===== config.mk =====
export PLATFORM = sky130hd
export DESIGN_NAME = gpio_input_conditioner
export DESIGN_NICKNAME = d
export VERILOG_FILES = /design/src/rtl/gpio_pkg.sv /design/src/rtl/gpio_debounce_pin.sv /design/src/rtl/gpio_input_conditioner.sv
export SDC_FILE = /design/constraint.sdc
export NUM_CORES = 1
export LEC_CHECK = 0
export BUFFER_PORTS_ARGS = -buffer_cell sky130_fd_sc_hd__buf_2
export CORE_MARGIN = 2
export CORE_UTILIZATION = 40
export DETAILED_ROUTE_END_ITERATION = 12
export MAX_ROUTING_LAYER = met4
export PLACE_DENSITY = 0.67
export SYNTH_ARGS = -nofsm -noshare
export SYNTH_HDL_FRONTEND = slang
export SYNTH_SLANG_ARGS = --single-unit

===== constraint.sdc =====
create_clock -name io_clock -period 3.68 [get_ports io_clock]
set_input_delay 0.736 -clock io_clock [delete_from_list [all_inputs] [get_ports io_clock]]
set_output_delay 0.736 -clock io_clock [all_outputs]
set_load 0.02 [all_outputs]

===== src/rtl/gpio_pkg.sv =====
// Shared definitions for the GPIO input conditioning path: default debounce timing
// and the counter-width helper used by the prescaler and per-pin counters.
package gpio_pkg;

    localparam int DEFAULT_TICK_DIV       = 1000;
    localparam int DEFAULT_DEBOUNCE_TICKS = 4;

    typedef enum logic {
        PIN_MATCH,
        PIN_PENDING
    } pin_state_e;

    function automatic int clog2(input int value);
        int r;
        r = 0;
        for (int v = value - 1; v > 0; v = v >> 1) r++;
        return r;
    endfunction

    // Counters need at least one bit even when they only ever hold zero.
    function automatic int cnt_width(input int value);
        return (clog2(value) < 1) ? 1 : clog2(value);
    endfunction

endpackage


===== src/rtl/gpio_debounce_pin.sv =====
// One pin of the conditioner: synchronizer chain, tick-based debounce counter,
// registered stable level and rise/fall detection.
module gpio_debounce_pin
    import gpio_pkg::*;
#(
    parameter int   SYNC_STAGES    = 2,
    parameter int   DEBOUNCE_TICKS = DEFAULT_DEBOUNCE_TICKS,
    parameter logic RESET_VALUE    = 1'b0
) (
    input  logic clk,
    input  logic rst,
    input  logic tick,
    input  logic pin_raw,
    input  logic bypass,
    output logic level,
    output logic rise,
    output logic fall
);

    localparam int            CW       = cnt_width(DEBOUNCE_TICKS);
    localparam logic [CW-1:0] CNT_LAST = CW'(DEBOUNCE_TICKS - 1);

    logic [SYNC_STAGES-1:0] sync_q;
    logic                   sync_out;
    logic                   stable_q, stable_d, stable_prev_q;
    logic [CW-1:0]          cnt_q, cnt_d;
    pin_state_e             state;

    assign sync_out = sync_q[SYNC_STAGES-1];
    assign state    = (sync_out == stable_q) ? PIN_MATCH : PIN_PENDING;

    always_comb begin
        stable_d = stable_q;
        cnt_d    = cnt_q;
        if (bypass) begin
            stable_d = sync_out;
            cnt_d    = '0;
        end else begin
            case (state)
                PIN_MATCH: cnt_d = '0;
                PIN_PENDING: begin
                    if (tick) begin
                        if (cnt_q == CNT_LAST) begin
                            stable_d = sync_out;
                            cnt_d    = '0;
                        end else begin
                            cnt_d = cnt_q + 1'b1;
                        end
                    end
                end
            endcase
        end
    end

    always_ff @(posedge clk) begin
        if (rst) begin
            sync_q        <= {SYNC_STAGES{RESET_VALUE}};
            stable_q      <= RESET_VALUE;
            stable_prev_q <= RESET_VALUE;
            cnt_q         <= '0;
        end else begin
            sync_q        <= {sync_q[SYNC_STAGES-2:0], pin_raw};
            stable_q      <= stable_d;
            stable_prev_q <= stable_q;
            cnt_q         <= cnt_d;
        end
    end

    // Edge pulses line up with the first cycle of the new level.
    assign level = stable_q;
    assign rise  = stable_q & ~stable_prev_q;
    assign fall  = ~stable_q & stable_prev_q;

endmodule


===== src/rtl/gpio_input_conditioner.sv =====
// GPIO bank input conditioner: shared debounce prescaler plus WIDTH independent
// synchronize/debounce/edge-detect pin slices.
module gpio_input_conditioner
    import gpio_pkg::*;
#(
    parameter int               WIDTH          = 32,
    parameter int               SYNC_STAGES    = 2,
    parameter int               TICK_DIV       = DEFAULT_TICK_DIV,
    parameter int               DEBOUNCE_TICKS = DEFAULT_DEBOUNCE_TICKS,
    parameter logic [WIDTH-1:0] RESET_VALUE    = '0
) (
    input  logic             io_clock,
    input  logic             io_reset,
    input  logic [WIDTH-1:0] io_pins_raw,
    input  logic [WIDTH-1:0] io_bypass,
    output logic [WIDTH-1:0] io_pins_read,
    output logic [WIDTH-1:0] io_rise,
    output logic [WIDTH-1:0] io_fall
);

    localparam int            PW       = cnt_width(TICK_DIV);
    localparam logic [PW-1:0] PRE_LAST = PW'(TICK_DIV - 1);

    logic [PW-1:0] pre_q;
    logic          tick;

    assign tick = (pre_q == PRE_LAST);

    always_ff @(posedge io_clock) begin
        if (io_reset)  pre_q <= '0;
        else if (tick) pre_q <= '0;
        else           pre_q <= pre_q + 1'b1;
    end

    for (genvar i = 0; i < WIDTH; i++) begin : g_pin
        gpio_debounce_pin #(
            .SYNC_STAGES   (SYNC_STAGES),
            .DEBOUNCE_TICKS(DEBOUNCE_TICKS),
            .RESET_VALUE   (RESET_VALUE[i])
        ) u_pin (
            .clk    (io_clock),
            .rst    (io_reset),
            .tick   (tick),
            .pin_raw(io_pins_raw[i]),
            .bypass (io_bypass[i]),
            .level  (io_pins_read[i]),
            .rise   (io_rise[i]),
            .fall   (io_fall[i])
        );
    end

endmodule


# Word-level counts from Yosys, hierarchy flattened
# Index checks and enable logic that the tools add are counted.
# Widths: inputs -> output; s select.
# totals
regBits	202
output_inout_bits	96
word_cells	804
# classes
bitwise_logic	128
muxes	256
addsub	33
n_reduce_logical	129
n_eq_ne	129
# ops
op	n
$mux 1	160
$mux 2	64
$pmux 2 s2	32
$reduce_bool 2->1	64
$ne 2x2->1 const B	63
$reduce_and 3->1	32
$reduce_or 2->1	33
$add 2x1->2 const B	32
$and 1x1->1	64
$eq 2x2->1 const B	32
$not 1->1	64
$eq 1x1->1	32
$add 10x1->10 const B	1
$eq 10x10->1 const B	1
$ne 2x1->1 const B	1

# Logic depth before layout (Yosys ltp)
# Gate-level depths: netlist (run 1).
# logic_depth
word_depth	5
depth_mapped	7

# Cells and area by module
# From an unflattened synthesis (run 1), not the netlist that was laid out.
# unflattened
cells_unflattened	723
area_unflattened_um2	8160.3
# by_module_without_submodules
mod	seq_area_each_um2	instances	area_each_um2	cells_per_inst
gpio_debounce_pin	120.1	32	241.5	21
gpio_input_conditioner	200.2	1	432.9	51

# Worst setup path before layout (run 1)
# OpenSTA, ideal clock, no wires.
# synth_path
kind	input port to flip-flop
start	input port io_reset
end	register g_pin[10].u_pin.stable_q
path_buffers	2
cell_stages	4
t_arrival_ps	1526
setup_slack_ps	2031
setup_ps	123
required_time_ps	3557
cell_sequence	buf_2 clkbuf_1 nor2b_1 mux2_1
# synth_rtl
element	line	rtl
start: declaration	gpio_input_conditioner.sv:13	input logic io_reset,
end signal: assignment	gpio_debounce_pin.sv:63	stable_q <= stable_d;
end: declaration	gpio_debounce_pin.sv:25	logic stable_q, stable_d, stable_prev_q;

# Final worst setup path (run 1)
# layout_path
start	register pre_q[0]
end	register g_pin[3].u_pin.cnt_q[1]
# layout_via
elab_chain_cells	2
# layout_lines
element	line	rtl
start: declaration	gpio_input_conditioner.sv:24	logic [PW-1:0] pre_q;
start signal: assignment	gpio_input_conditioner.sv:32	else pre_q <= pre_q + 1'b1;
$eq 10x10->1	gpio_input_conditioner.sv:27	assign tick = (pre_q == PRE_LAST);
$ne 2x2->1 (no line)	-	
end signal: assignment	gpio_debounce_pin.sv:65	cnt_q <= cnt_d;
end: declaration	gpio_debounce_pin.sv:26	logic [CW-1:0] cnt_q, cnt_d;
# No other way between the ends.
# A chain may end at the register's enable or synchronous reset.

==> results of run 1 <==
## power breakdown
| part | total [uW] | internal [uW] | switching [uW] |
|---|---|---|---|
| sequential | 2260 | 2240 | 27.6 |
| clock | 2230 | 1340 | 888 |
| combinational | 224 | 110 | 114 |
## area by class of cell
| type | count | share of cell area [%] |
|---|---|---|
| antenna | 2 | 0.0479 |
| clock buffer | 33 | 6.44 |
| clock inverter | 8 | 0.707 |
| inverter | 3 | 0.108 |
| multi-input combinational | 619 | 41.5 |
| sequential | 202 | 38.7 |
| tap | 319 | 3.82 |
| timing repair buffer | 171 | 8.70 |
## state kept, by name, indices dropped and copies added, names as in the netlist
register                   count
g_pin.u_pin.level             32
g_pin.u_pin.cnt_q             64
pre_q                         10
g_pin.u_pin.stable_prev_q     32
g_pin.u_pin.sync_q            64
## stage by stage
stage               total power (uW)  cells  setup WS [ns]  cell area (um2)  utilization [%]
detailed placement              2540   1314           1.24             9690             41.4
CTS                             4790   1355           1.23            10400             44.6
global placement                2540   1314           1.32             9690             41.4
floorplan                       2480    991           2.03             9490                -
global route                    4900   1357          0.985            10400             44.6
finish                          4720   1357           1.27            10400             44.6
## worst min path at each step
stage / endpoint / startpoint / slack (ns)
5_1_grt: g_pin[13].u_pin.sync_q[0] / io_pins_raw[13] / 0.44
3_5_place_dp: g_pin[2].u_pin.sync_q[1] / g_pin[2].u_pin.sync_q[0] / 0.42
6_report: g_pin[11].u_pin.sync_q[1] / g_pin[11].u_pin.sync_q[0] / 0.43
4_1_cts: g_pin[7].u_pin.sync_q[0] / io_pins_raw[7] / 0.42
3_3_place_gp: g_pin[3].u_pin.sync_q[1] / g_pin[3].u_pin.sync_q[0] / 0.42
2_1_floorplan: g_pin[0].u_pin.sync_q[1] / g_pin[0].u_pin.sync_q[0] / 0.41
## worst register-to-register path, cell delays in order (launching register included)
cell and delay (ns):
dfxtp_1 0.35, ha_1 0.25, nand4_1 0.75, buf_4 0.54, o31ai_1 0.30, a21oi_1 0.09
## routing by layer
metal	part of all wire, %	wire (um)	vias to the layer above	GRT usage, %
li1	-	-	3469	-
met1	48	8770	3216	19.1
met2	45	8250	149	23.4
met3	5.6	1020	27	2.85
met4	1.5	275	0	3.60
met5	0	0	-	-
## cells by family after synthesis
group | Yosys count | synth area share, %
AND/OR/NAND/NOR | 347 | 21.8
multiplexers | 32 | 3.80
buffers and inverters | 170 | 11.9
flip-flops | 202 | 42.6
AO/OA/AOI/OAI | 172 | 12.2
adder cells (fa/ha/maj) | 33 | 4.35
XOR/XNOR | 35 | 3.23
## cells in the final DEF, fill, tap and decap left out, drive strengths merged, types with 2 or more instances in the layout
cell / n
dfxtp: 202
nor2b: 193
buf: 171
a21oi: 67
nand4: 65
o31ai: 65
nor2: 38
xnor2: 34
or3: 34
a41oi: 33
ha: 33
clkbuf: 33
mux2: 32
clkinv: 5
nand2: 4
nand3: 4
inv: 3
o21ai: 3
and3: 3
diode: 2
or4: 2
clkinvlp: 2
==> run metrics, run 1 <==
CP endpoint kind=register; CP delay by family, top=simple AND/OR/NAND/NOR gates; top cell type's share of synthesized area=42.6%; area occupied by multi-input gates=4330 um2; TritonCTS Buffers=23; final wirelength=18.3 mm; largest net degree at the start of global routing=99; #FFs+latches synth=202; Sink Count=202; Critical Path RT=4.05 ns; Hold/Removal Path Class=register to register; Max Fclk=415 MHz; crit path to=g_pin[3].u_pin.cnt_q[1]; Buf+Inv Stages, Crit Path=1; CTS Hold Bufs=0; die area=25000 um2; fillers=2299; Warnings, synthesis=0; DRC viols=0; first-pass GRT wire length=29.6 mm; Final Setup Violations=0; number of global-route vias before repair=6187; number of synthesized flops with an enable pin=0; Hold WS=0.433 ns; cell taking the most area after synthesis=dfxtp_1; CP max-delay cell=nand4_1; Die Wd=158 um; worst-case reg-to-reg path depth=5; Critical Path Start Type=register; Seq/Total Area, Yosys=42.6%; CP cell instances=ha_1 -> nand4_1 -> buf_4 -> o31ai_1 -> a21oi_1; std cell rows=56; status=completed; Synth Net Count=1090; CORE AREA=23400 um2; CP Depth=5; worst stage delay on the critical path=0.75 ns; Cell variety after synth=32; crit path kind=register to register; Clock Pin Slew Worst Setup and Hold Paths=0.06 ns; WHS Path Cells=1; final net count=1119; Final ANT Viol Nets=0; DR WL/cell=13.5 um; peak supply drop=0.000286 V; Period minus WS final=2.41 ns; synth cell count leaders=dfxtp_1, nor2b_1, buf_4; Via Count=6861; IO Port Bufs=161; RSZ-0062 raised after global routing=no; Synth Area per Inst=9.58 um2; post_cts resized=0; pwr dens=452 nW/um2; share of layout cells above drive strength 1=21.3%; H-tree depth=1; Synth Flop Type=dfxtp_1; fin crit share=65.5%; P&R area growth vs syn=10.1%; Area contributors post-synth=dfxtp_1, nor2b_1, buf_4, o31ai_1, ha_1; total I/O pin count=162; CP arrival=2.78 ns; Netlist Area Pre-Place=9490 um2; reg-to-reg setup timing slack=1.27 ns; die height=158 um; Least-Margin Pin Slew=1.13 ns; CTS Root Cell=clkbuf_16; # Post-CTS Setup Buffers=0; setup tns final=0 ns; Post-synth ARST share=0%; TritonCTS clock tree=built; clk buf depth=3; Post-Synthesis Cells=991; Fin. Hold Viols=0; Via density=5.06; Final Max Tran Viols=0; storage element area=4040 um2; initial DRC count=293; drt first pass iters=6; Total GRT Usage=14.6%; grt ovf=0; crit-path max FO=25; Worst Skew=0.0174 ns; leakage=0.00420 uW; Worst R2R Start=pre_q[0]; Slew HR=24.9%; starting density of the core=40.5%; max capacitance violation total=0; post-DP HPWL=11.2 mm; CP Launch Point=pre_q[0]; FF-to-FF End=g_pin[3].u_pin.cnt_q[1]; initial antenna violation count=2; clk_lat worst skew=0.50 ns; most instantiated library cell after synthesis=dfxtp_1; gp weighted congestion=0.711
Power figures use the tool's default switching activity.
==> run 2: changes to the inputs <==
- PLACE_DENSITY: 0.67 -> 0.69
- clock period: 3.68 -> 2.1 ns (I/O delays scaled with it)
==> run metrics, run 2 (synthesis results as in run 1) <==
status=completed; Critical Path RT=2.48 ns (-1.57 ns); final setup margin=0.285 ns (-0.986 ns); most frequent cells in the layout=dfxtp_1, nor2b_1, buf_2, a21oi_1; final wirelength=18.6 mm (+1.6%); clk_lat worst skew=0.50 ns (about the same); initial antenna violation count=1 (-1); Hold/Removal Path Class=input pin to register; Final Setup Violations=0 (unchanged); P&R area growth vs syn=11.6%; Period minus WS final=1.82 ns (-0.594 ns); first-pass GRT wire length=30.3 mm (+2.4%); Die Wd=158 um (unchanged); leakage=0.00427 uW (+1.7%); Fin. Hold Viols=0 (unchanged); pwr dens=788 nW/um2 (+74%); RSZ-0062 raised after global routing=no; TritonCTS Buffers=23 (unchanged); CP endpoint kind=register; leading registers by flop count=g_pin.u_pin.cnt_q x64, g_pin.u_pin.sync_q x64; Slew HR=70.5% (+46 points); # Post-CTS Setup Buffers=0 (unchanged); fin crit share=86.4% (+21 points); drt first pass iters=6 (unchanged); die area=25000 um2 (unchanged); Design Area, Final=10600 um2 (+1.3%); combinational power share=4.8% (about the same); max capacitance violation total=0 (unchanged); Final Max Tran Viols=0 (unchanged); Final ANT Viol Nets=0 (unchanged); share of layout cells above drive strength 1=21.6% (+0.26 points); CTS Hold Bufs=0 (unchanged); grt ovf=0 (unchanged); total I/O pin count=162 (unchanged); Worst Skew=0.00879 ns (-0.00864 ns); CORE AREA=23400 um2 (unchanged); TritonCTS clock tree=built; gp weighted congestion=0.742 (+4.3%); Clock Pin Slew Worst Setup and Hold Paths=0.06 ns (about the same); number of global-route vias before repair=6384 (+3.2%); peak supply drop=0.000449 V (+57%); Total GRT Usage=14.9% (+0.27 points); Sink Count=202 (unchanged); CP arrival=2.20 ns (-0.58 ns); initial DRC count=272 (-7.2%); CTS Root Cell=clkbuf_16; fillers=2277 (-0.96%); post-place setup slack=0.316 ns (-0.922 ns); most common cell after layout, fill and taps aside=dfxtp_1; IO Port Bufs=161 (unchanged); Least-Margin Pin Slew=0.442 ns (-0.684 ns); largest net degree at the start of global routing=54 (-45%); Flop pwr share=47.6% (-0.4 points); worst stage delay on the critical path=0.35 ns (-0.40 ns); CP delay by family, top=flip-flops; H-tree depth=1 (unchanged); Critical Path Start Type=register; final net count=1127 (+0.71%); crit-path max FO=45 (+80%); CP max-delay cell=dfxtp_1; Via Count=6786 (-1.1%); Via density=4.98 (-1.5%); Int Power=6580 uW (+79%); setup tns final=0 ns (unchanged); post-DP HPWL=11.7 mm (+4.7%); CP cell instances=ha_1 -> and4_4 -> buf_12 -> a41oi_1 -> mux2_1; std cell rows=56 (unchanged); NetSw=1760 uW (+71%); Buf+Inv Stages, Crit Path=1 (unchanged); clock share of power=47.6% (+0.4 points); crit path kind=register to register; Max Fclk=551 MHz (+33%); DR WL/cell=13.7 um (+1.2%); post_cts resized=0 (unchanged); die height=158 um (unchanged); Placed Area=9830 um2 (+1.4%); clk buf depth=3 (unchanged); DRC viols=0 (unchanged); switching share of power=21.1% (-0.76 points); starting density of the core=40.5% (unchanged)
-- run 2: cell count changes in the layout (fill, tap and decap cells not counted), sizes merged, moves of 2 or more --
cell	change
clkbuf	+2
clkinvlp	-2
clkinv	-4
buf	+8
-- run 2: layer usage --
metal | global-route usage (%) | up-vias | wire [um]
met2 | 24.2 | 128 | 8600
met3 | 2.68 | 22 | 909
met5 | - | - | 0
li1 | - | 3485 | -
met4 | 3.56 | 0 | 261
met1 | 19.3 | 3151 | 8840
-- run 2: power groups by stage --
stage / Combinational [uW] / Sequential [uW] / Clock, uW
after floorplan: 314 / 4040 / 0
after global placement: 400 / 4050 / 0
after detailed placement: 408 / 4050 / 0
after CTS: 410 / 3970 / 4100
after global routing: 446 / 3980 / 4250
final: 404 / 3970 / 3970
-- run 2: worst paths after layout --
path	startpoint	endpoint	slack, ns	depth (start not counted)
hold / removal	io_pins_raw[31]	g_pin[31].u_pin.sync_q[0]	0.12	2
setup / recovery	pre_q[0]	g_pin[3].u_pin.level	0.28	5
hold reg to reg	g_pin[0].u_pin.sync_q[0]	g_pin[0].u_pin.sync_q[1]	0.43	1
setup reg to reg	pre_q[0]	g_pin[3].u_pin.level	0.28	5
-- run 2: worst reg2reg max path, delay by kind of cell, from the launching register on --
| kind | cells | cell delay [ns] |
|---|---|---|
| and+or+nand+nor | 1 | 0.32 |
| AOI/OAI and AO/OA | 1 | 0.19 |
| adders and majority gates | 1 | 0.27 |
| DFF | 1 | 0.35 |
| buffers and inverters | 1 | 0.24 |
| muxes | 1 | 0.35 |
-- run 2: per-stage QoR --
| stage | hold WS (ns) | instances | utilization [%] | power [uW] |
|---|---|---|---|---|
| final | 0.122 | 1362 | 45.2 | 8340 |
| after global routing | 0.104 | 1362 | 45.2 | 8680 |
| after CTS | 0.0977 | 1361 | 45.2 | 8480 |
| after detailed placement | 0.422 | 1322 | 42.0 | 4460 |
| after global placement | 0.416 | 1322 | 42.0 | 4450 |
| after floorplan | 0.414 | 991 | - | 4350 |
-- run 2: cell type report --
type / instances / area (um2) / share of cell area [%]
repair buffers: 179 / 1040 / 9.86
well taps: 319 / 399 / 3.77
inverters: 3 / 11.3 / 0.106
clock inverters: 4 / 73.8 / 0.697
diodes: 1 / 2.50 / 0.0236
clock buffers: 35 / 681 / 6.43
multi-input cells: 619 / 4330 / 40.9
flip-flops and latches: 202 / 4040 / 38.2
